[config.mk]
export PLATFORM = sky130hd
export DESIGN_NAME = tag_seq
export DESIGN_NICKNAME = d
export VERILOG_FILES = /design/src/rtl/tag_seq.sv
export SDC_FILE = /design/constraint.sdc
export NUM_CORES = 1
export LEC_CHECK = 0
export ABC_AREA = 1
export ABC_CLOCK_PERIOD_IN_PS = 9450
export CAP_MARGIN = 20
export CORE_ASPECT_RATIO = 0.8
export CORE_MARGIN = 5
export CORE_UTILIZATION = 60
export CTS_CLUSTER_DIAMETER = 60
export DETAILED_ROUTE_END_ITERATION = 12
export GPL_TIMING_DRIVEN = 0
export PLACE_DENSITY = 0.86
export SYNTH_ARGS = -nofsm -noshare
export SYNTH_HDL_FRONTEND = slang
export SYNTH_SLANG_ARGS = --single-unit
[constraint.sdc]
create_clock -name clk -period 9.45 [get_ports clk]
set_input_delay 1.4175 -clock clk [delete_from_list [all_inputs] [get_ports clk]]
set_output_delay 1.4175 -clock clk [all_outputs]
set_load 0.05 [all_outputs]
[src/rtl/tag_seq.sv]
// tag_seq: issues a run of consecutive tags to the column tag allocator.
// It accepts one job descriptor at a time over a valid/ready handshake.
// Each tag goes out as a one-cycle flush strobe, followed by H hold cycles.
// The column lock mask stays up for the whole job, including a drain window
// of NUM_COL cycles that lets the last tag ripple across the array.
// A one-cycle done pulse closes the job; abort kills a job without one.

module tag_seq #(
    parameter int NUM_COL    = 8,
    parameter int DATA_WIDTH = 32,
    parameter int CNT_WIDTH  = 16
) (
    input  logic                  clk,
    input  logic                  rst,
    input  logic                  cfg_valid,
    output logic                  cfg_ready,
    input  logic [CNT_WIDTH-1:0]  cfg_num_tags,
    input  logic [CNT_WIDTH-1:0]  cfg_hold,
    input  logic [DATA_WIDTH-1:0] cfg_base_tag,
    input  logic [NUM_COL-1:0]    cfg_col_mask,
    input  logic                  abort,
    output logic [DATA_WIDTH-1:0] tag_in,
    output logic                  flush,
    output logic [NUM_COL-1:0]    tag_lock,
    output logic                  busy,
    output logic                  done
);

    // The drain counter must be able to hold the value NUM_COL itself.
    localparam int DRW = $clog2(NUM_COL + 1);

    localparam logic [DRW-1:0]        DRAIN_LEN = DRW'(NUM_COL);
    localparam logic [DRW-1:0]        DRAIN_ONE = DRW'(1);
    localparam logic [DRW-1:0]        DRAIN_ZERO = DRW'(0);
    localparam logic [CNT_WIDTH-1:0]  CNT_ONE   = CNT_WIDTH'(1);
    localparam logic [CNT_WIDTH-1:0]  CNT_ZERO  = CNT_WIDTH'(0);
    localparam logic [DATA_WIDTH-1:0] TAG_ONE   = DATA_WIDTH'(1);
    localparam logic [DATA_WIDTH-1:0] TAG_ZERO  = DATA_WIDTH'(0);
    localparam logic [NUM_COL-1:0]    MASK_ZERO = NUM_COL'(0);

    typedef enum logic [2:0] {
        S_IDLE  = 3'd0,
        S_ISSUE = 3'd1,
        S_HOLD  = 3'd2,
        S_DRAIN = 3'd3,
        S_DONE  = 3'd4
    } state_t;

    state_t                state_r;

    // Descriptor fields captured at acceptance; the inputs are not looked at
    // again until the block is back in IDLE.
    logic [CNT_WIDTH-1:0]  num_r;
    logic [CNT_WIDTH-1:0]  hold_r;
    logic [NUM_COL-1:0]    mask_r;

    // tag_cnt_r always holds the next tag to be issued; tag_in_r is the
    // value presented to the allocator and only changes on entry to ISSUE.
    logic [DATA_WIDTH-1:0] tag_cnt_r;
    logic [DATA_WIDTH-1:0] tag_in_r;
    logic [CNT_WIDTH-1:0]  issued_r;
    logic [CNT_WIDTH-1:0]  hold_cnt_r;
    logic [DRW-1:0]        drain_cnt_r;

    logic [CNT_WIDTH-1:0]  issued_inc_s;
    logic                  more_after_issue_s;
    logic                  more_s;
    logic                  flush_s;
    logic                  done_s;
    logic                  busy_s;
    logic                  lock_en_s;

    // True while fewer than the requested number of tags have gone out.
    function automatic logic tags_remain(
        input logic [CNT_WIDTH-1:0] issued,
        input logic [CNT_WIDTH-1:0] total
    );
        return (issued < total);
    endfunction

    // Remaining-tag decisions for the ISSUE and HOLD exits.
    always_comb begin
        issued_inc_s       = issued_r + CNT_ONE;
        more_after_issue_s = tags_remain(issued_inc_s, num_r);
        more_s             = tags_remain(issued_r, num_r);
    end

    // Sequencer FSM with its counters and the tag output register.
    always_ff @(posedge clk or posedge rst) begin
        if (rst) begin
            state_r     <= S_IDLE;
            num_r       <= CNT_ZERO;
            hold_r      <= CNT_ZERO;
            mask_r      <= MASK_ZERO;
            tag_cnt_r   <= TAG_ZERO;
            tag_in_r    <= TAG_ZERO;
            issued_r    <= CNT_ZERO;
            hold_cnt_r  <= CNT_ZERO;
            drain_cnt_r <= DRAIN_ZERO;
        end else begin
            case (state_r)
                S_IDLE: begin
                    // Abort is a no-op here, so a coincident descriptor is
                    // still taken.
                    if (cfg_valid) begin
                        num_r     <= cfg_num_tags;
                        hold_r    <= cfg_hold;
                        mask_r    <= cfg_col_mask;
                        tag_cnt_r <= cfg_base_tag;
                        issued_r  <= CNT_ZERO;
                        if (cfg_num_tags == CNT_ZERO) begin
                            state_r <= S_DONE;
                        end else begin
                            state_r  <= S_ISSUE;
                            tag_in_r <= cfg_base_tag;
                        end
                    end else begin
                        state_r <= S_IDLE;
                    end
                end

                S_ISSUE: begin
                    if (abort) begin
                        state_r <= S_IDLE;
                    end else begin
                        // Natural wrap at 2^DATA_WIDTH.
                        tag_cnt_r <= tag_cnt_r + TAG_ONE;
                        issued_r  <= issued_inc_s;
                        if (hold_r != CNT_ZERO) begin
                            state_r    <= S_HOLD;
                            hold_cnt_r <= hold_r;
                        end else if (more_after_issue_s) begin
                            state_r  <= S_ISSUE;
                            tag_in_r <= tag_cnt_r + TAG_ONE;
                        end else begin
                            state_r     <= S_DRAIN;
                            drain_cnt_r <= DRAIN_LEN;
                        end
                    end
                end

                S_HOLD: begin
                    if (abort) begin
                        state_r <= S_IDLE;
                    end else if (hold_cnt_r == CNT_ONE) begin
                        // Last hold cycle: tag_cnt_r already points at the
                        // next tag.
                        if (more_s) begin
                            state_r  <= S_ISSUE;
                            tag_in_r <= tag_cnt_r;
                        end else begin
                            state_r     <= S_DRAIN;
                            drain_cnt_r <= DRAIN_LEN;
                        end
                    end else begin
                        hold_cnt_r <= hold_cnt_r - CNT_ONE;
                    end
                end

                S_DRAIN: begin
                    if (abort) begin
                        state_r <= S_IDLE;
                    end else if (drain_cnt_r == DRAIN_ONE) begin
                        state_r <= S_DONE;
                    end else begin
                        drain_cnt_r <= drain_cnt_r - DRAIN_ONE;
                    end
                end

                S_DONE: begin
                    state_r <= S_IDLE;
                end

                default: begin
                    state_r <= S_IDLE;
                end
            endcase
        end
    end

    // Output strobes and lock enable decoded from the registered state.
    always_comb begin
        flush_s   = 1'b0;
        done_s    = 1'b0;
        busy_s    = 1'b1;
        lock_en_s = 1'b0;
        case (state_r)
            S_IDLE: begin
                busy_s = 1'b0;
            end
            S_ISSUE: begin
                flush_s   = 1'b1;
                lock_en_s = 1'b1;
            end
            S_HOLD: begin
                lock_en_s = 1'b1;
            end
            S_DRAIN: begin
                lock_en_s = 1'b1;
            end
            S_DONE: begin
                done_s = 1'b1;
            end
            default: begin
                busy_s = 1'b0;
            end
        endcase
    end

    // Ready is held low while reset is asserted so it rises with deassertion.
    assign cfg_ready = (state_r == S_IDLE) && !rst;
    assign tag_in    = tag_in_r;
    assign flush     = flush_s;
    assign done      = done_s;
    assign busy      = busy_s;
    assign tag_lock  = lock_en_s ? mask_r : MASK_ZERO;

endmodule

==> results of run 1 <==
## sequential cells by signal, summed over array words and instances (netlist names)
signal       flops
tag_cnt_r       32
tag_in          32
hold_cnt_r      16
hold_r          16
issued_r        16
num_r           16
mask_r           8
drain_cnt_r      4
state_r          3
## layer usage
metal | vias to the layer above | GRT usage [%] | part of all wire (%)
met4 | 0 | 9.03 | 1.6
met2 | 466 | 44.9 | 42
li1 | 4325 | - | -
met3 | 39 | 9.14 | 11
met1 | 4246 | 47.3 | 45
met5 | - | 0 | 0
## placed cells by master (no fill, tap or decap), types with 2 or more instances in the layout
cell type	instances
nand2_1	383
o21ai_1	2
clkinvlp_4	2
nor3_2	2
xor2_1	7
a21oi_1	23
nand4_1	15
clkbuf_1	19
inv_1	116
clkdlybuf4s50_1	119
nor3_1	9
a22oi_1	20
bufinv_16	3
clkinv_4	2
o31ai_1	3
buf_4	4
dfrtp_1	143
ha_1	36
or2_2	7
clkbuf_16	17
o221ai_1	5
xnor2_1	3
a21o_1	9
inv_2	8
buf_2	19
o22ai_1	7
o21bai_1	2
nor2_2	2
nand3_1	100
a31oi_1	28
o211ai_1	8
clkinv_2	4
nor2_4	2
nor2_1	142
o21ai_0	95
nand3b_1	2
## logic make-up after synthesis
family,after synthesis
and+or+nand+nor,667
AOI/OAI and AO/OA,207
buffers and inverters,170
DFF,143
adders and majority gates,36
xor gates and xnor gates,10
## layout make-up
| cell class | instances | area (um2) | share of cell area (%) |
|---|---|---|---|
| multi-input cells | 920 | 4530 | 41.8 |
| flip-flops and latches | 143 | 3580 | 33.0 |
| repair buffers | 120 | 1220 | 11.2 |
| inverters | 126 | 478 | 4.41 |
| clock buffers | 19 | 443 | 4.09 |
| well taps | 184 | 230 | 2.13 |
| plain buffers | 44 | 213 | 1.96 |
| clock inverters | 11 | 143 | 1.32 |
## tightest hold or removal path, stage by stage, from the launching register on
cell and delay, ns:
dfrtp_1 0.34, nand2_1 0.05, nand2_1 0.04
## worst min path at each step
stage | from | endpoint | depth (start not counted)
2_1_floorplan | hold_cnt_r[7] | hold_cnt_r[7] | 2
3_3_place_gp | tag_in[29] | tag_in[29] | 2
3_5_place_dp | tag_in[7] | tag_in[7] | 2
4_1_cts | tag_in[7] | tag_in[7] | 2
5_1_grt | tag_in[15] | tag_in[15] | 2
6_report | tag_in[7] | tag_in[7] | 2
## report_power, final
| group | internal, mW | switching (mW) | leakage, nW |
|---|---|---|---|
| clock network | 0.417 | 0.269 | 0.284 |
| logic | 0.701 | 1.48 | 3.21 |
| registers | 0.888 | 0.226 | 1.77 |
| total | 2.01 | 1.97 | 5.27 |
## through the flow
step	utilization (%)	setup WS (ns)	hold WS (ns)	cell area [um2]	power [mW]
after floorplan	-	4.19	0.453	8790	2.57
after global placement	71.2	2.10	0.453	10200	3.18
after detailed placement	71.4	5.18	0.458	10200	3.25
after CTS	75.5	5.18	0.472	10800	3.94
after global routing	75.5	5.16	0.490	10800	4.26
final	75.5	5.18	0.468	10800	3.98
==> impl_metrics.yaml, run 1 <==
sta:
  final_max_slew_viol_count: 0
  period_minus_slack_ns: 4.27
  grt_setup_unrepaired: "no"
  setup_tns_ns: 0
  tightest_slew_ns: 0.616
  finalHoldViolCount: 0
  slew_headroom_pct: 58.8
  clock_skew_ns: 0.00946
  setup_viol: 0
  period_share_pct: 45.2
  max_freq_ghz: 0.234
yosys:
  netlist_top_cells_count: "383 x nand2_1, 143 x dfrtp_1, 142 x nor2_1, 117 x inv_1, 100 x nand3_1"
  yosysMostFrequentCell: "nand2_1"
  synthFlopType: "dfrtp_1"
  synthTopCellsByArea: "dfrtp_1 41%, nand2_1 16%, nor2_1 6.1%"
  yosysSeqAreaShare_pct: 40.7
  yosysWarnings: 0
  avgSynthCellArea_um2: 7.13
  synth_edf_count: 0
  ys_ff_latch: 143
  synthMuxAreaShare_pct: 0
  synthAdderAreaFrac_pct: 5.12
  async_flop_share_pct: 100
  synthCells: 1233
  synth_top_family_by_area: "simple AND/OR/NAND/NOR gates"
  synth_nets: 1345
  yosys.area.top_type: "dfrtp_1"
  synthDominantCellAreaShare_pct: 40.7
  synth_xor_area_share_pct: 0.996
  synth_compound_area_share_pct: 13.9
  synthSimpleGateAreaFrac_pct: 31.5
  netlist_area_mm2: 0.00879
  ys_types: 42
floorplan:
  chipHeight_um: 118
  initial_utilization_pct: 61.3
  fp-row-count: 39
  dieArea_mm2: 0.0172
  coreArea_mm2: 0.0143
  die_x_um: 145
  ios: 120
worst_hold_path:
  hold_class: "reg2reg"
global_routing:
  grt_pass1_vias: 8655
  grt_max_degree: 82
  grt_pass1_wl_um: 44200
  grtUsageTotal_pct: 31.6
  gr-total-overflow: 0
  grt_antenna_before_repair: 0
critical_path:
  rr_endpoint: "tag_in[27]"
  cp_cell_sequence: "clkdlybuf4s50_1 -> nor2_1 -> clkdlybuf4s50_1"
  crit_end: "cfg_ready"
  cp_common_cell: "clkdlybuf4s50_1"
  slowest_delay_ns: 0.81
  crit_slowest_cell: "clkdlybuf4s50_1"
  cpLargestDelayFamily: "buffers and inverters"
  critical_path_class: "in2out"
  r2r_setup_slack_ns: 5.69
  rr_worst_depth: 16
  cp-start-kind: "primary input"
  endpoint_kind: "primary output"
  required_ns: 8.03
  crit_cells: 3
  worstPathBufferInverterCount: 2
  critPathArrivalTime_ns: 2.85
  crit_path_max_fanout: 2
  reg2reg_from: "issued_r[2]"
  crit_start: "rst"
clocking:
  h-tree-depth: 4
  clockRootBuffer: "clkbuf_16"
  postCtsResizedCells: 0
  clkTransAtPathRegs_ns: 0.06
  numClockSinks: 143
  clk_latency_ns: 0.43
  cts_hold_buf: 0
  cts_tree: "yes"
  cts_max_path_buffers: 2
  cts_setup_buffers: 0
  numCtsBuffers: 17
detailed_routing:
  firstDrtPassIters: 5
  drt-wirelength-per-cell_um: 17.3
  totalWireLength_um: 27200
  drc: 0
  drtIter0Drc: 1043
  vias: 9076
  vias_per_cell: 5.79
  postRouteAntennaNets: 0
power_and_ir_drop:
  powerDensity_mw_per_mm2: 367
  leakagePower_nw: 5.27
  ir_drop_v: 0.000286
flow_run:
  drv_cap: 0
placement:
  numPlacedInstances: 1537
  gp_congestion: 0.985
  place_hpwl_um: 20300
  portBuffers: 119
finish:
  nets: 1484
  drive_gt1_share_pct: 5.93
  syn2layout_area_growth_pct: 23.2
  num_antenna_cells: 0
  final_cells: 1567
  fillerInstances: 1103
outcome:
  status: "complete, no violations"
Note: power is estimated with default switching activity, not from simulation.
==> run 2, diff against run 1 <==
ABC_CLOCK_PERIOD_IN_PS = 4400   (was 9450)
CORE_UTILIZATION = 56   (was 60)
PLACE_DENSITY = 0.81   (was 0.86)
clock period = 4.4 ns   (was 9.45 ns; I/O delays follow)
==> run 2 against run 1 <==
Clock-buffer cell count increased by 2. Die area is 6.6% higher. Global-route usage is 1.3 points lower. Sequential power up 120%. Non-clock buffer count is 3 higher. Cell count increased by 2.3%. Critical path depth increased by 13. Total power is 120% higher. Wire length decreased by 0.73%. Largest cell class unchanged. Largest power group unchanged.
==> impl_metrics.yaml, run 2 (synthesized netlist as in run 1, its figures left out) <==
power_and_ir_drop:
  power_mw: 8.67
  leakagePower_nw: 5.32
  powerDensity_mw_per_mm2: 789
  ir_drop_v: 0.000700
detailed_routing:
  vias_per_cell: 5.64
  drt-wirelength-per-cell_um: 16.8
  firstDrtPassIters: 6
  vias: 9044
  totalWireLength_um: 27000
  postRouteAntennaNets: 0
  drc: 0
  drtIter0Drc: 1021
critical_path:
  rr_worst_depth: 16
  crit_cells: 16
  cp_cell_sequence: "inv_1 -> nor3_1 -> nand2_1 -> nor2_1 -> inv_1 -> nor2_1 -> xor2_1 -> ha_1 -> a21oi_1 -> o21ai_0 -> nor2_1 -> nand2_1 -> a21oi_2 -> buf_2 -> nand3_1 -> nand2_1"
  cp-start-kind: "flip-flop"
  required_ns: 4.76
  worstPathBufferInverterCount: 3
  crit_path_max_fanout: 10
  reg2reg_from: "issued_r[2]"
  slowest_delay_ns: 0.51
  crit_slowest_cell: "nor3_1"
  endpoint_kind: "flip-flop"
  rr_endpoint: "tag_in[1]"
  r2r_setup_slack_ns: 0.66
  critical_path_class: "reg2reg"
  critPathArrivalTime_ns: 4.11
  cpLargestDelayFamily: "simple AND/OR/NAND/NOR gates"
global_routing:
  grtUsageTotal_pct: 30.3
  grt_pass1_vias: 8554
  grt_antenna_before_repair: 0
  gr-total-overflow: 0
  grt_max_degree: 33
  grt_pass1_wl_um: 43500
sta:
  setup_tns_ns: 0
  tightest_slew_ns: 0.659
  setup_viol: 0
  final_max_slew_viol_count: 0
  grt_setup_unrepaired: "no"
  max_freq_ghz: 0.267
  slew_headroom_pct: 56.0
  period_minus_slack_ns: 3.74
  finalHoldViolCount: 0
  setup_ws_ns: 0.657
  clock_skew_ns: 0.0103
  period_share_pct: 85.1
floorplan:
  fp-row-count: 41
  die_x_um: 150
  ios: 120
  chipHeight_um: 122
  initial_utilization_pct: 56.4
  dieArea_mm2: 0.0183
  coreArea_mm2: 0.0156
placement:
  portBuffers: 119
  gp_congestion: 0.991
  place_ws_ns: 0.756
  place_area_mm2: 0.0103
  numPlacedInstances: 1571
  place_hpwl_um: 20300
clocking:
  clk_latency_ns: 0.43
  cts_setup_buffers: 0
  numCtsBuffers: 17
  postCtsResizedCells: 0
  numClockSinks: 143
  h-tree-depth: 4
  clkTransAtPathRegs_ns: 0.06
  clockRootBuffer: "clkbuf_16"
  cts_tree: "yes"
  cts_hold_buf: 0
  cts_max_path_buffers: 2
finish:
  most-common-layout-cells: "383 x nand2_1, 143 x dfrtp_1, 142 x nor2_1"
  stdcell_area_mm2: 0.0110
  final_common_cell: "nand2_1"
  num_antenna_cells: 0
  final_cells: 1603
  drive_gt1_share_pct: 6.20
  nets: 1487
  syn2layout_area_growth_pct: 24.9
worst_hold_path:
  hold_depth: 2
  worstHoldStart: "tag_in[10]"
  hold_class: "reg2reg"
  holdPathEnd: "tag_in[10]"
outcome:
  status: "complete, no violations"
flow_run:
  drv_cap: 0
## run 2: cell count changes in the layout (fill, tap and decap cells not counted)
cell,change
clkbuf_1,+1
buf_12,+4
clkbuf_8,+1
clkinv_4,-1
bufinv_16,+2
inv_6,-1
buf_16,-1
## run 2: per-stage QoR
stage | utilization [%] | hold slack [ns]
global placement | 65.8 | 0.454
detailed placement | 66.3 | 0.458
global route | 70.4 | 0.495
finish | 70.4 | 0.470
CTS | 70.4 | 0.474
floorplan | - | 0.453
## run 2: how the worst max path moves through the flow
stage                            from    endpoint  slack (ns)
final                     issued_r[2]   tag_in[1]        0.66
after global routing      issued_r[2]   tag_in[1]        0.37
after CTS                 issued_r[2]   tag_in[1]        0.72
after detailed placement  issued_r[2]   tag_in[1]        0.76
after global placement            rst  tag_in[21]        0.60
after floorplan           issued_r[2]   tag_in[0]        1.75
## run 2: power by group
group          total, mW  switching (mW)  leakage [nW]  internal [mW]
clock               1.62           0.587         0.317           1.03
combinational       4.66            3.15          3.23           1.51
sequential          2.39           0.481          1.77           1.91
total               8.67            4.22          5.32           4.45
## run 2: metal layers
metal  up-vias  global-route usage [%]  routed length, um
met5         -                       0                  0
met4         0                    8.63                507
met3        45                    8.11               2610
met2       422                    43.5              11500
met1      4252                    45.2              12300
li1       4325                       -                  -
## run 2: final cells by class
cell class / count / area, um2
Sequential cell: 143 / 3580
Clock buffer: 21 / 460
Buffer: 44 / 213
Multi-Input combinational cell: 920 / 4530
Clock inverter: 11 / 186
Fill cell: 1359 / 4610
Inverter: 126 / 477
Timing Repair Buffer: 123 / 1270
Tap cell: 215 / 269
## run 2: worst reg2reg max path, delay by kind of cell, from the launching register on
kind	cells	cell delay, ns
simple gates	8	1.61
buf+inv	3	0.46
xor+xnor	1	0.26
fa+ha+maj	1	0.29
flops	1	0.41
compound gates	3	0.66
